### src/rtl/dom_vk_pkg.sv
// -----------------------------------------------------------------------------
// dom_vk_pkg
// Shared types and constants for the DOM virtual-key call sequencer.
//   vk_seq_state_t : sequencer FSM state encoding
//   VK_CODE_W      : width of a DOM VK code
//   VK_PTR_W       : width of the string pointer returned by the converter
//   VK_NULL_PTR    : pointer value meaning "no string for this code"
// -----------------------------------------------------------------------------
package dom_vk_pkg;

    localparam int VK_CODE_W = 32;
    localparam int VK_PTR_W  = 64;

    localparam logic [VK_PTR_W-1:0] VK_NULL_PTR = '0;

    typedef enum logic [1:0] {
        IDLE  = 2'd0,
        ISSUE = 2'd1,
        WAIT  = 2'd2
    } vk_seq_state_t;

    function automatic logic vk_is_null(input logic [VK_PTR_W-1:0] ptr);
        return (ptr == VK_NULL_PTR);
    endfunction

endpackage

### src/rtl/dom_vk_call_sequencer_if.sv
// -----------------------------------------------------------------------------
// dom_vk_call_sequencer_if
// Bundles the three streams around the sequencer:
//   evt_*  : key events in (valid/ready)
//   vk_*   : call/return channel to the converter (start/busy, done/stall)
//   res_*  : paired code/pointer results out (valid/ready), plus null_count
// Modports:
//   slave  : the sequencer side
//   master : the environment side (event source, converter, result sink)
// -----------------------------------------------------------------------------
interface dom_vk_call_sequencer_if #(
    parameter int CNT_W = 16
);
    import dom_vk_pkg::*;

    logic                 evt_valid;
    logic                 evt_ready;
    logic [VK_CODE_W-1:0] evt_code;

    logic                 vk_start;
    logic                 vk_busy;
    logic [VK_CODE_W-1:0] vk_code;
    logic                 vk_done;
    logic                 vk_stall;
    logic [VK_PTR_W-1:0]  vk_returndata;

    logic                 res_valid;
    logic                 res_ready;
    logic [VK_CODE_W-1:0] res_code;
    logic [VK_PTR_W-1:0]  res_ptr;
    logic [CNT_W-1:0]     null_count;

    modport slave (
        input  evt_valid, evt_code,
        output evt_ready,
        output vk_start, vk_code, vk_stall,
        input  vk_busy, vk_done, vk_returndata,
        output res_valid, res_code, res_ptr, null_count,
        input  res_ready
    );

    modport master (
        output evt_valid, evt_code,
        input  evt_ready,
        input  vk_start, vk_code, vk_stall,
        output vk_busy, vk_done, vk_returndata,
        input  res_valid, res_code, res_ptr, null_count,
        output res_ready
    );

endinterface

### src/rtl/dom_vk_fifo.sv
// -----------------------------------------------------------------------------
// dom_vk_fifo
// Generic synchronous FIFO, registered pointers, combinational head read.
// Ports:
//   clock, resetn : clock (rising edge), async active-low reset
//   i_push/i_data : write strobe and data (ignored while full)
//   i_pop         : read strobe (ignored while empty)
//   o_data        : current head entry
//   o_full/o_empty/o_count : occupancy status
// DEPTH must be a power of two so the pointers wrap naturally.
// -----------------------------------------------------------------------------
module dom_vk_fifo #(
    parameter int WIDTH = 32,
    parameter int DEPTH = 8,
    localparam int AW   = $clog2(DEPTH)
) (
    input  logic             clock,
    input  logic             resetn,
    input  logic             i_push,
    input  logic [WIDTH-1:0] i_data,
    input  logic             i_pop,
    output logic [WIDTH-1:0] o_data,
    output logic             o_full,
    output logic             o_empty,
    output logic [AW:0]      o_count
);

    localparam logic [AW-1:0] PTR_ONE  = AW'(1);
    localparam logic [AW:0]   CNT_ONE  = (AW+1)'(1);
    localparam logic [AW:0]   CNT_FULL = (AW+1)'(DEPTH);

    logic [WIDTH-1:0] r_mem [DEPTH];
    logic [AW-1:0]    r_wr_ptr;
    logic [AW-1:0]    r_rd_ptr;
    logic [AW:0]      r_count;

    logic w_push;
    logic w_pop;

    assign o_full  = (r_count == CNT_FULL);
    assign o_empty = (r_count == '0);
    assign o_count = r_count;
    assign o_data  = r_mem[r_rd_ptr];

    assign w_push = i_push & ~o_full;
    assign w_pop  = i_pop  & ~o_empty;

    // Storage is not reset; only the pointers/count define validity.
    always_ff @(posedge clock) begin
        if (w_push) begin
            r_mem[r_wr_ptr] <= i_data;
        end
    end

    always_ff @(posedge clock or negedge resetn) begin
        if (!resetn) begin
            r_wr_ptr <= '0;
            r_rd_ptr <= '0;
            r_count  <= '0;
        end else begin
            if (w_push) begin
                r_wr_ptr <= r_wr_ptr + PTR_ONE;
            end
            if (w_pop) begin
                r_rd_ptr <= r_rd_ptr + PTR_ONE;
            end
            case ({w_push, w_pop})
                2'b10:   r_count <= r_count + CNT_ONE;
                2'b01:   r_count <= r_count - CNT_ONE;
                default: r_count <= r_count;
            endcase
        end
    end

endmodule

### src/rtl/dom_vk_call_sequencer.sv
// -----------------------------------------------------------------------------
// dom_vk_call_sequencer
// Buffers DOM VK codes, issues them one at a time to the VK-to-string
// converter, and pairs each returned pointer with its code on a result stream.
// Results carrying a null pointer are counted (saturating).
// Ports:
//   clock, resetn : clock (rising edge), async active-low reset
//   bus (slave)   : evt_* input stream, vk_* converter channel,
//                   res_* result stream, null_count
//
// state | meaning
// ------+--------------------------------------------------------------
// IDLE  | no call in flight; pops the FIFO head into cur_code if present
// ISSUE | vk_start high with vk_code=cur_code until converter not busy
// WAIT  | call accepted; waiting for an unstalled vk_done to capture result
// -----------------------------------------------------------------------------
module dom_vk_call_sequencer
    import dom_vk_pkg::*;
#(
    parameter int DEPTH = 8,
    parameter int CNT_W = 16
) (
    input logic                    clock,
    input logic                    resetn,
    dom_vk_call_sequencer_if.slave bus
);

    localparam int                AW      = $clog2(DEPTH);
    localparam logic [AW:0]       CNT_DEP = (AW+1)'(DEPTH);
    localparam logic [CNT_W-1:0]  NC_ONE  = CNT_W'(1);
    localparam logic [CNT_W-1:0]  NC_MAX  = '1;

    vk_seq_state_t        r_state;
    logic                 r_vk_start;
    logic [VK_CODE_W-1:0] r_cur_code;
    logic                 r_res_valid;
    logic [VK_CODE_W-1:0] r_res_code;
    logic [VK_PTR_W-1:0]  r_res_ptr;
    logic [CNT_W-1:0]     r_null_count;

    logic                 w_fifo_push;
    logic                 w_fifo_pop;
    logic [VK_CODE_W-1:0] w_fifo_data;
    logic                 w_fifo_full;
    logic                 w_fifo_empty;
    logic [AW:0]          w_fifo_count;
    logic                 w_vk_stall;
    logic                 w_done_acc;

    assign w_fifo_push = bus.evt_valid & ~w_fifo_full;
    assign w_fifo_pop  = (r_state == IDLE) & ~w_fifo_empty;

    dom_vk_fifo #(
        .WIDTH (VK_CODE_W),
        .DEPTH (DEPTH)
    ) u_fifo (
        .clock   (clock),
        .resetn  (resetn),
        .i_push  (w_fifo_push),
        .i_data  (bus.evt_code),
        .i_pop   (w_fifo_pop),
        .o_data  (w_fifo_data),
        .o_full  (w_fifo_full),
        .o_empty (w_fifo_empty),
        .o_count (w_fifo_count)
    );

    // The result slot is free either when empty or when it drains this cycle,
    // so a new result can be captured in the same cycle the old one leaves.
    assign w_vk_stall = r_res_valid & ~bus.res_ready;
    assign w_done_acc = (r_state == WAIT) & bus.vk_done & ~w_vk_stall;

    always_ff @(posedge clock or negedge resetn) begin
        if (!resetn) begin
            r_state      <= IDLE;
            r_vk_start   <= 1'b0;
            r_cur_code   <= '0;
            r_res_valid  <= 1'b0;
            r_res_code   <= '0;
            r_res_ptr    <= '0;
            r_null_count <= '0;
        end else begin
            if (r_res_valid && bus.res_ready) begin
                r_res_valid <= 1'b0;
            end

            case (r_state)
                IDLE: begin
                    if (!w_fifo_empty) begin
                        r_cur_code <= w_fifo_data;
                        r_vk_start <= 1'b1;
                        r_state    <= ISSUE;
                    end
                end

                ISSUE: begin
                    if (!bus.vk_busy) begin
                        r_vk_start <= 1'b0;
                        r_state    <= WAIT;
                    end
                end

                WAIT: begin
                    if (w_done_acc) begin
                        r_res_valid <= 1'b1;
                        r_res_code  <= r_cur_code;
                        r_res_ptr   <= bus.vk_returndata;
                        if (vk_is_null(bus.vk_returndata) && (r_null_count != NC_MAX)) begin
                            r_null_count <= r_null_count + NC_ONE;
                        end
                        r_state <= IDLE;
                    end
                end

                default: begin
                    r_vk_start <= 1'b0;
                    r_state    <= IDLE;
                end
            endcase
        end
    end

    assign bus.evt_ready  = (w_fifo_count < CNT_DEP);
    assign bus.vk_start   = r_vk_start;
    assign bus.vk_code    = r_cur_code;
    assign bus.vk_stall   = w_vk_stall;
    assign bus.res_valid  = r_res_valid;
    assign bus.res_code   = r_res_code;
    assign bus.res_ptr    = r_res_ptr;
    assign bus.null_count = r_null_count;

endmodule

### src/flat_wrapper.sv
// flat-port wrapper written by rule: the top's interface ports become plain ports
module dom_vk_call_sequencer_flat import dom_vk_pkg::*;
#(
    parameter int DEPTH = 8,
    parameter int CNT_W = 16
)
  (clock, resetn, bus_evt_valid, bus_evt_code, bus_evt_ready, bus_vk_start, bus_vk_code, bus_vk_stall, bus_vk_busy, bus_vk_done, bus_vk_returndata, bus_res_valid, bus_res_code, bus_res_ptr, bus_null_count, bus_res_ready);
  dom_vk_call_sequencer_if #(.CNT_W(CNT_W)) bus_i ();
  input logic clock;
  input logic resetn;
  input wire logic [$bits(bus_i.evt_valid)-1:0] bus_evt_valid;
  input wire logic [$bits(bus_i.evt_code)-1:0] bus_evt_code;
  output wire logic [$bits(bus_i.evt_ready)-1:0] bus_evt_ready;
  output wire logic [$bits(bus_i.vk_start)-1:0] bus_vk_start;
  output wire logic [$bits(bus_i.vk_code)-1:0] bus_vk_code;
  output wire logic [$bits(bus_i.vk_stall)-1:0] bus_vk_stall;
  input wire logic [$bits(bus_i.vk_busy)-1:0] bus_vk_busy;
  input wire logic [$bits(bus_i.vk_done)-1:0] bus_vk_done;
  input wire logic [$bits(bus_i.vk_returndata)-1:0] bus_vk_returndata;
  output wire logic [$bits(bus_i.res_valid)-1:0] bus_res_valid;
  output wire logic [$bits(bus_i.res_code)-1:0] bus_res_code;
  output wire logic [$bits(bus_i.res_ptr)-1:0] bus_res_ptr;
  output wire logic [$bits(bus_i.null_count)-1:0] bus_null_count;
  input wire logic [$bits(bus_i.res_ready)-1:0] bus_res_ready;
  assign bus_i.evt_valid = bus_evt_valid;
  assign bus_i.evt_code = bus_evt_code;
  assign bus_evt_ready = bus_i.evt_ready;
  assign bus_vk_start = bus_i.vk_start;
  assign bus_vk_code = bus_i.vk_code;
  assign bus_vk_stall = bus_i.vk_stall;
  assign bus_i.vk_busy = bus_vk_busy;
  assign bus_i.vk_done = bus_vk_done;
  assign bus_i.vk_returndata = bus_vk_returndata;
  assign bus_res_valid = bus_i.res_valid;
  assign bus_res_code = bus_i.res_code;
  assign bus_res_ptr = bus_i.res_ptr;
  assign bus_null_count = bus_i.null_count;
  assign bus_i.res_ready = bus_res_ready;
  dom_vk_call_sequencer #(.DEPTH(DEPTH), .CNT_W(CNT_W)) u_core (.clock(clock), .resetn(resetn), .bus(bus_i));
endmodule
### config.mk
export PLATFORM = sky130hd
export DESIGN_NAME = dom_vk_call_sequencer_flat
export DESIGN_NICKNAME = d
export VERILOG_FILES = /design/src/rtl/dom_vk_pkg.sv /design/src/rtl/dom_vk_call_sequencer_if.sv /design/src/rtl/dom_vk_fifo.sv /design/src/rtl/dom_vk_call_sequencer.sv /design/src/flat_wrapper.sv
export SDC_FILE = /design/constraint.sdc
export NUM_CORES = 1
export LEC_CHECK = 0
export CAP_MARGIN = 5
export CORE_UTILIZATION = 45
export DETAILED_ROUTE_END_ITERATION = 7
export PLACE_DENSITY_LB_ADDON = 0.3
export SYNTH_ARGS = -nofsm -noshare
export SYNTH_HDL_FRONTEND = slang
export SYNTH_SLANG_ARGS = --single-unit
### constraint.sdc
create_clock -name clock -period 8.5 [get_ports clock]
set_input_delay 1.7 -clock clock [delete_from_list [all_inputs] [get_ports clock]]
set_output_delay 1.7 -clock clock [all_outputs]
set_load 0.005 [all_outputs]
# Yosys cells after proc, flatten, opt, wreduce, memory -nomap -nowiden
# Memories as Yosys holds them, arrays and structs flattened. A register that Yosys moved wholly into a read port is not among the register bits.
# Cells that the tools add are included.
# op_classes
n_addsub	5
magnitude_cmp	1
n_eq_ne	9
mux	13
bitwise_logic	12
n_reduce_logical	12
# op_table
operator	count
64-bit zero test	1
16-bit by 1-bit adder with 16-bit output, second input constant	1
16-bit inequality test, second input constant	1
3-bit AND reduction	3
4-bit case mux with 2 select lines	1
1-bit AND	7
1-bit 2-to-1 mux	7
3-bit by 1-bit adder with 3-bit output, second input constant	2
2-bit 2-to-1 mux	3
2-bit case mux with 3 select lines	1
1-bit inverter	5
4-bit by 1-bit adder with 4-bit output, second input constant	1
2-bit by 1-bit == test with 1-bit output, second input constant	2
2-bit == test, second input constant	2
4-bit == test, second input constant	1
4-bit zero test	1
4-bit less-than comparator, second input constant	1
2-bit inequality test, second input constant	2
2-bit AND reduction	2
4-bit by 1-bit subtractor with 4-bit output, second input constant	1
1-bit case mux with 3 select lines	1
1-bit logical AND	2
2-bit zero test	1
2-bit by 1-bit inequality test with 1-bit output, second input constant	1
other kinds (2)	2
# totals
ff_bits	126
mem_bits_rw	256
wordCells	62
memories	1
# memory_table
memory	depth	word_bits	read_ports	rd_clocked_by_memory_dff	write_ports	line	rtl
u_core.u_fifo.r_mem	8	32	1	1	1	dom_vk_fifo.sv:32	logic [WIDTH-1:0] r_mem [DEPTH];

# Longest topological paths before layout
# depth
ltp_word	6
depth_mapped	11
depth_no_buf	11

# Hierarchy
# A second synthesis with hierarchy kept.
# hier_totals
hier_cells	829
area_unflattened_um2	16285.6
# modules_own_cells
module	n_inst	cells_each	area_each_um2	seq_area_each_um2
dom_vk_fifo	1	437	10372.4	7937.6
dom_vk_call_sequencer	1	392	5913.2	3703.6

# Least setup slack after synthesis
# OpenSTA, ideal clock, no wires.
# synth_path
path_type	input to register
startpoint	input port bus_evt_valid
endpoint	memory u_core.u_fifo.r_mem[0][0], enable pin
arrival_ns	5.160
slack_ns	2.839
cell_stages	3
path_cell_list	and2_1 clkinv_1 nor4_1
# synth_between
elab_chain_len	4
# synth_rtl
item	line	rtl
start, declared	flat_wrapper.sv:11	input wire logic [$bits(bus_i.evt_valid)-1:0] bus_evt_valid;
1-bit AND	dom_vk_call_sequencer.sv:50	assign w_fifo_push = bus.evt_valid & ~w_fifo_full;
1-bit AND	dom_vk_fifo.sv:45	assign w_push = i_push & ~o_full;
1-bit 2-to-1 mux	dom_vk_fifo.sv:50	if (w_push) begin
1-bit 2-to-1 mux (not written as such)	dom_vk_fifo.sv:51	r_mem[r_wr_ptr] <= i_data;
end, declared	dom_vk_fifo.sv:32	
# Every way passes these cells.

# Worst setup path after layout
# layout_path
startpoint	input port bus_res_ready
endpoint	output port bus_vk_stall
# layout_between
elab_chain_len	2
# layout_rtl
item	line	rtl
start, declared	flat_wrapper.sv:24	input wire logic [$bits(bus_i.res_ready)-1:0] bus_res_ready;
1-bit inverter	dom_vk_call_sequencer.sv:70	assign w_vk_stall = r_res_valid & ~bus.res_ready;
1-bit AND	dom_vk_call_sequencer.sv:70	
end, declared	flat_wrapper.sv:16	output wire logic [$bits(bus_i.vk_stall)-1:0] bus_vk_stall;
# Every way passes these cells.

==> reports/metrics.cfg <==
[clock_tree]
cts_resized = 0
cts_sinks = 414
clockRootBuffer = clkbuf_16
postCtsSetupBuffers = 0
h-tree-depth = 2
tritoncts = done
cts_buffers = 43
postCtsHoldBufs = 0
path_clk_slew_ns = 0.06
clk_latency_ns = 0.54
cts_buffer_depth = 3

[critical_path]
path_max_fanout = 3
r2r_cells = 10
path_class = primary input to output pin
path_buf_inv = 3
endpoint_kind = output pin
cp_top_family = buffers and inverters
critPathMaxStageDelay_ns = 0.52
worstPathRequired_ns = 6.80
cpMaxStageDelayCell = clkdlybuf4s50_1
cp-start-kind = primary input
critical_path_arrival_ns = 3.03
crit_top_cell = clkdlybuf4s50_1
cp.depth = 4
crit_chain = clkdlybuf4s50_1 > nand2b_1 > inv_1 > clkdlybuf4s50_1

[global_routing]
grt_pass1_wl_mm = 56.3
grt_pass1_vias = 9709
gr-total-overflow = 0
grt_max_degree = 98
grt_antenna_before_repair = 5
track_usage_pct = 20.4

[sta]
min_period_ns = 4.73
tns_ns = 0
slew_violations = 0
worst_pin_slew_ns = 0.995
hold_viol = 0
setup_ws_ns = 3.77
finClkSkew_ns = 0.0109
fmax_ghz = 0.211
final-setup-viol-count = 0
post-route-period-util_pct = 55.6
slew_headroom_pct = 33.7
rsz0062_at_grt = false

[synth]
synth_largest_area_cell = edfxtp_1
syn-num-nets = 1167
synth_seq_area_share_pct = 72.8
ys.flop_type = edfxtp_1
async_flop_share_pct = 38.2
yosys_warnings = 0
synthCells = 1059
syn_avg_cell_area_sq_um = 15.1
synth_area_sq_mm = 0.0160
synth_top_area_share_pct = 48.1
synthDistinctLibCells = 41
yosys_register_bits = 414
ys_top_cells_by_area = edfxtp_1 48%, dfrtp_1 25%, mux4_2 9.0%, nand2_1 7.2%, mux2i_1 2.0%
synth-edff-count = 256

[floorplan]
fp.dieW_um = 190
core.rowCount = 68
start_util_pct = 46.1
die_h_um = 190
ioPinCount = 250
coreArea_sq_mm = 0.0347
die_area_sq_mm = 0.0363

[final_layout]
nNetsFinal = 1428
instances_no_fill = 1813
syn2layout_area_growth_pct = 27.6
fin_util_pct = 58.8
drive_above_1_share_pct = 12.2

[detailed_routing]
drt_iter0_drc = 640
totalWireLength_mm = 36.7
wire_per_inst_um = 20.2
num_vias = 9579
drt-pass1-iter-count = 5
drc = 0
via_per_inst = 5.28
drtAntennaViolNets = 0

[placed_design]
dp.cells = 1730
routabilityCongestion = 0.812
place_ws_ns = 3.77
port_buffers = 249
hpwl_mm = 23.1

[power]
vdd_drop_max_mv = 0.215
powerDensity_mw_per_mm2 = 340
p_leak_nw = 7.81

[hold_path]
min_path_cells = 2
min_path_type = flop to flop

[status]
status = finished clean

[run]
drv_cap = 0

==> per-stage QoR <==
stage | area [sq um] | total power [mW] | hold WS [ns]
2_1_floorplan | 16000 | 4.11 | 0.470
5_1_grt | 20400 | 7.32 | 0.493
3_5_place_dp | 19000 | 5.18 | 0.461
3_3_place_gp | 19000 | 5.11 | 0.456
4_1_cts | 20400 | 7.03 | 0.476
6_report | 20400 | 6.93 | 0.470
==> worst reg2reg max path: stages (launching register included) <==
cell and delay (ns):
dfrtp_1 0.45, nor4_1 0.69, nor3_4 0.03, buf_4 0.38, ha_1 0.40, xor2_1 0.18, ha_1 0.20, a21oi_1 0.17
xor2_1 0.18, nor2_1 0.07, xor2_1 0.13
==> where the power goes <==
group	total (mW)	switching (mW)	internal, mW
combinational	2.08	0.940	1.14
sequential	3.02	0.362	2.66
clock	1.83	0.757	1.07
total	6.93	2.06	4.87
==> cell usage in the layout (no fill, tap or decap), types with 4 or more instances in the layout <==
master | netlist | final
clkbuf_1 | 12 | 19
clkbuf_16 | 0 | 45
nor3_1 | 10 | 6
ha_1 | 6 | 6
nor2_4 | 0 | 4
nor2_1 | 46 | 42
mux4_2 | 64 | 64
xnor2_1 | 20 | 20
clkinv_2 | 0 | 6
xor2_1 | 4 | 4
nor4_1 | 17 | 16
edfxtp_1 | 256 | 256
nand4_1 | 15 | 15
clkdlybuf4s50_1 | 0 | 248
dfrtp_1 | 158 | 155
nand2_1 | 306 | 306
nor3_2 | 1 | 4
a21oi_1 | 36 | 36
buf_4 | 1 | 15
nand3_1 | 7 | 7
mux2i_1 | 32 | 32
==> sequential cells by signal, indices dropped and copies added (netlist names) <==
register / count
u_core.r_state: 2
u_core.bus.res_valid: 1
u_core.bus.vk_start: 1
u_core.u_fifo.r_wr_ptr: 3
u_core.bus.res_ptr: 64
u_core.u_fifo.r_rd_ptr: 3
u_core.bus.vk_code: 32
u_core.u_fifo.o_count: 4
u_core.bus.null_count: 16
u_core.u_fifo.r_mem: 256
u_core.bus.res_code: 32
==> cell type report <==
class	instances	area [sq um]
Fill cell	2674	14300
Sequential cell	414	11600
Multi-Input combinational cell	593	4180
Timing Repair Buffer	264	2610
Clock buffer	67	1240
Tap cell	455	569
Clock inverter	13	141
Inverter	4	15.0
Antenna cell	3	7.51
==> path summary, 6_finish.rpt <==
path                                           from                        end  slack (ns)
max                                   bus_res_ready               bus_vk_stall        3.77
min                           u_core.bus.res_ptr[5]      u_core.bus.res_ptr[5]        0.47
max reg2reg                u_core.u_fifo.o_count[1]   u_core.u_fifo.o_count[2]        5.51
min reg2reg                   u_core.bus.res_ptr[5]      u_core.bus.res_ptr[5]        0.47
max in group asynchronous                    resetn  u_core.u_fifo.r_rd_ptr[0]        5.71
min in group asynchronous                    resetn     u_core.bus.res_code[8]        1.26
==> kinds of logic after synthesis <==
| group | after synthesis | share of synthesized area (%) |
|---|---|---|
| AOI/OAI and AO/OA | 40 | 1.28 |
| xor gates and xnor gates | 24 | 1.31 |
| adders and majority gates | 6 | 0.470 |
| buffers and inverters | 52 | 1.49 |
| DFF | 414 | 72.8 |
| muxes | 99 | 11.3 |
| and+or+nand+nor | 424 | 11.4 |
==> Yosys cell counts, types with 12 or more instances <==
cell type	instances
nand2_1	306
nand4_1	15
edfxtp_1	256
buf_2	25
dfrtp_1	158
mux2i_1	32
clkbuf_1	12
xnor2_1	20
nor2_1	46
mux4_2	64
nor4_1	17
a21oi_1	36
==> layer usage <==
layer	global-route usage [%]	wire, um	vias to the layer above
li1	-	-	4362
met1	27.0	15500	4832
met2	34.1	17900	315
met3	4.18	2430	66
met4	6.03	870	4
met5	0	23	-
No activity file was read; power rests on OpenSTA's default activity.
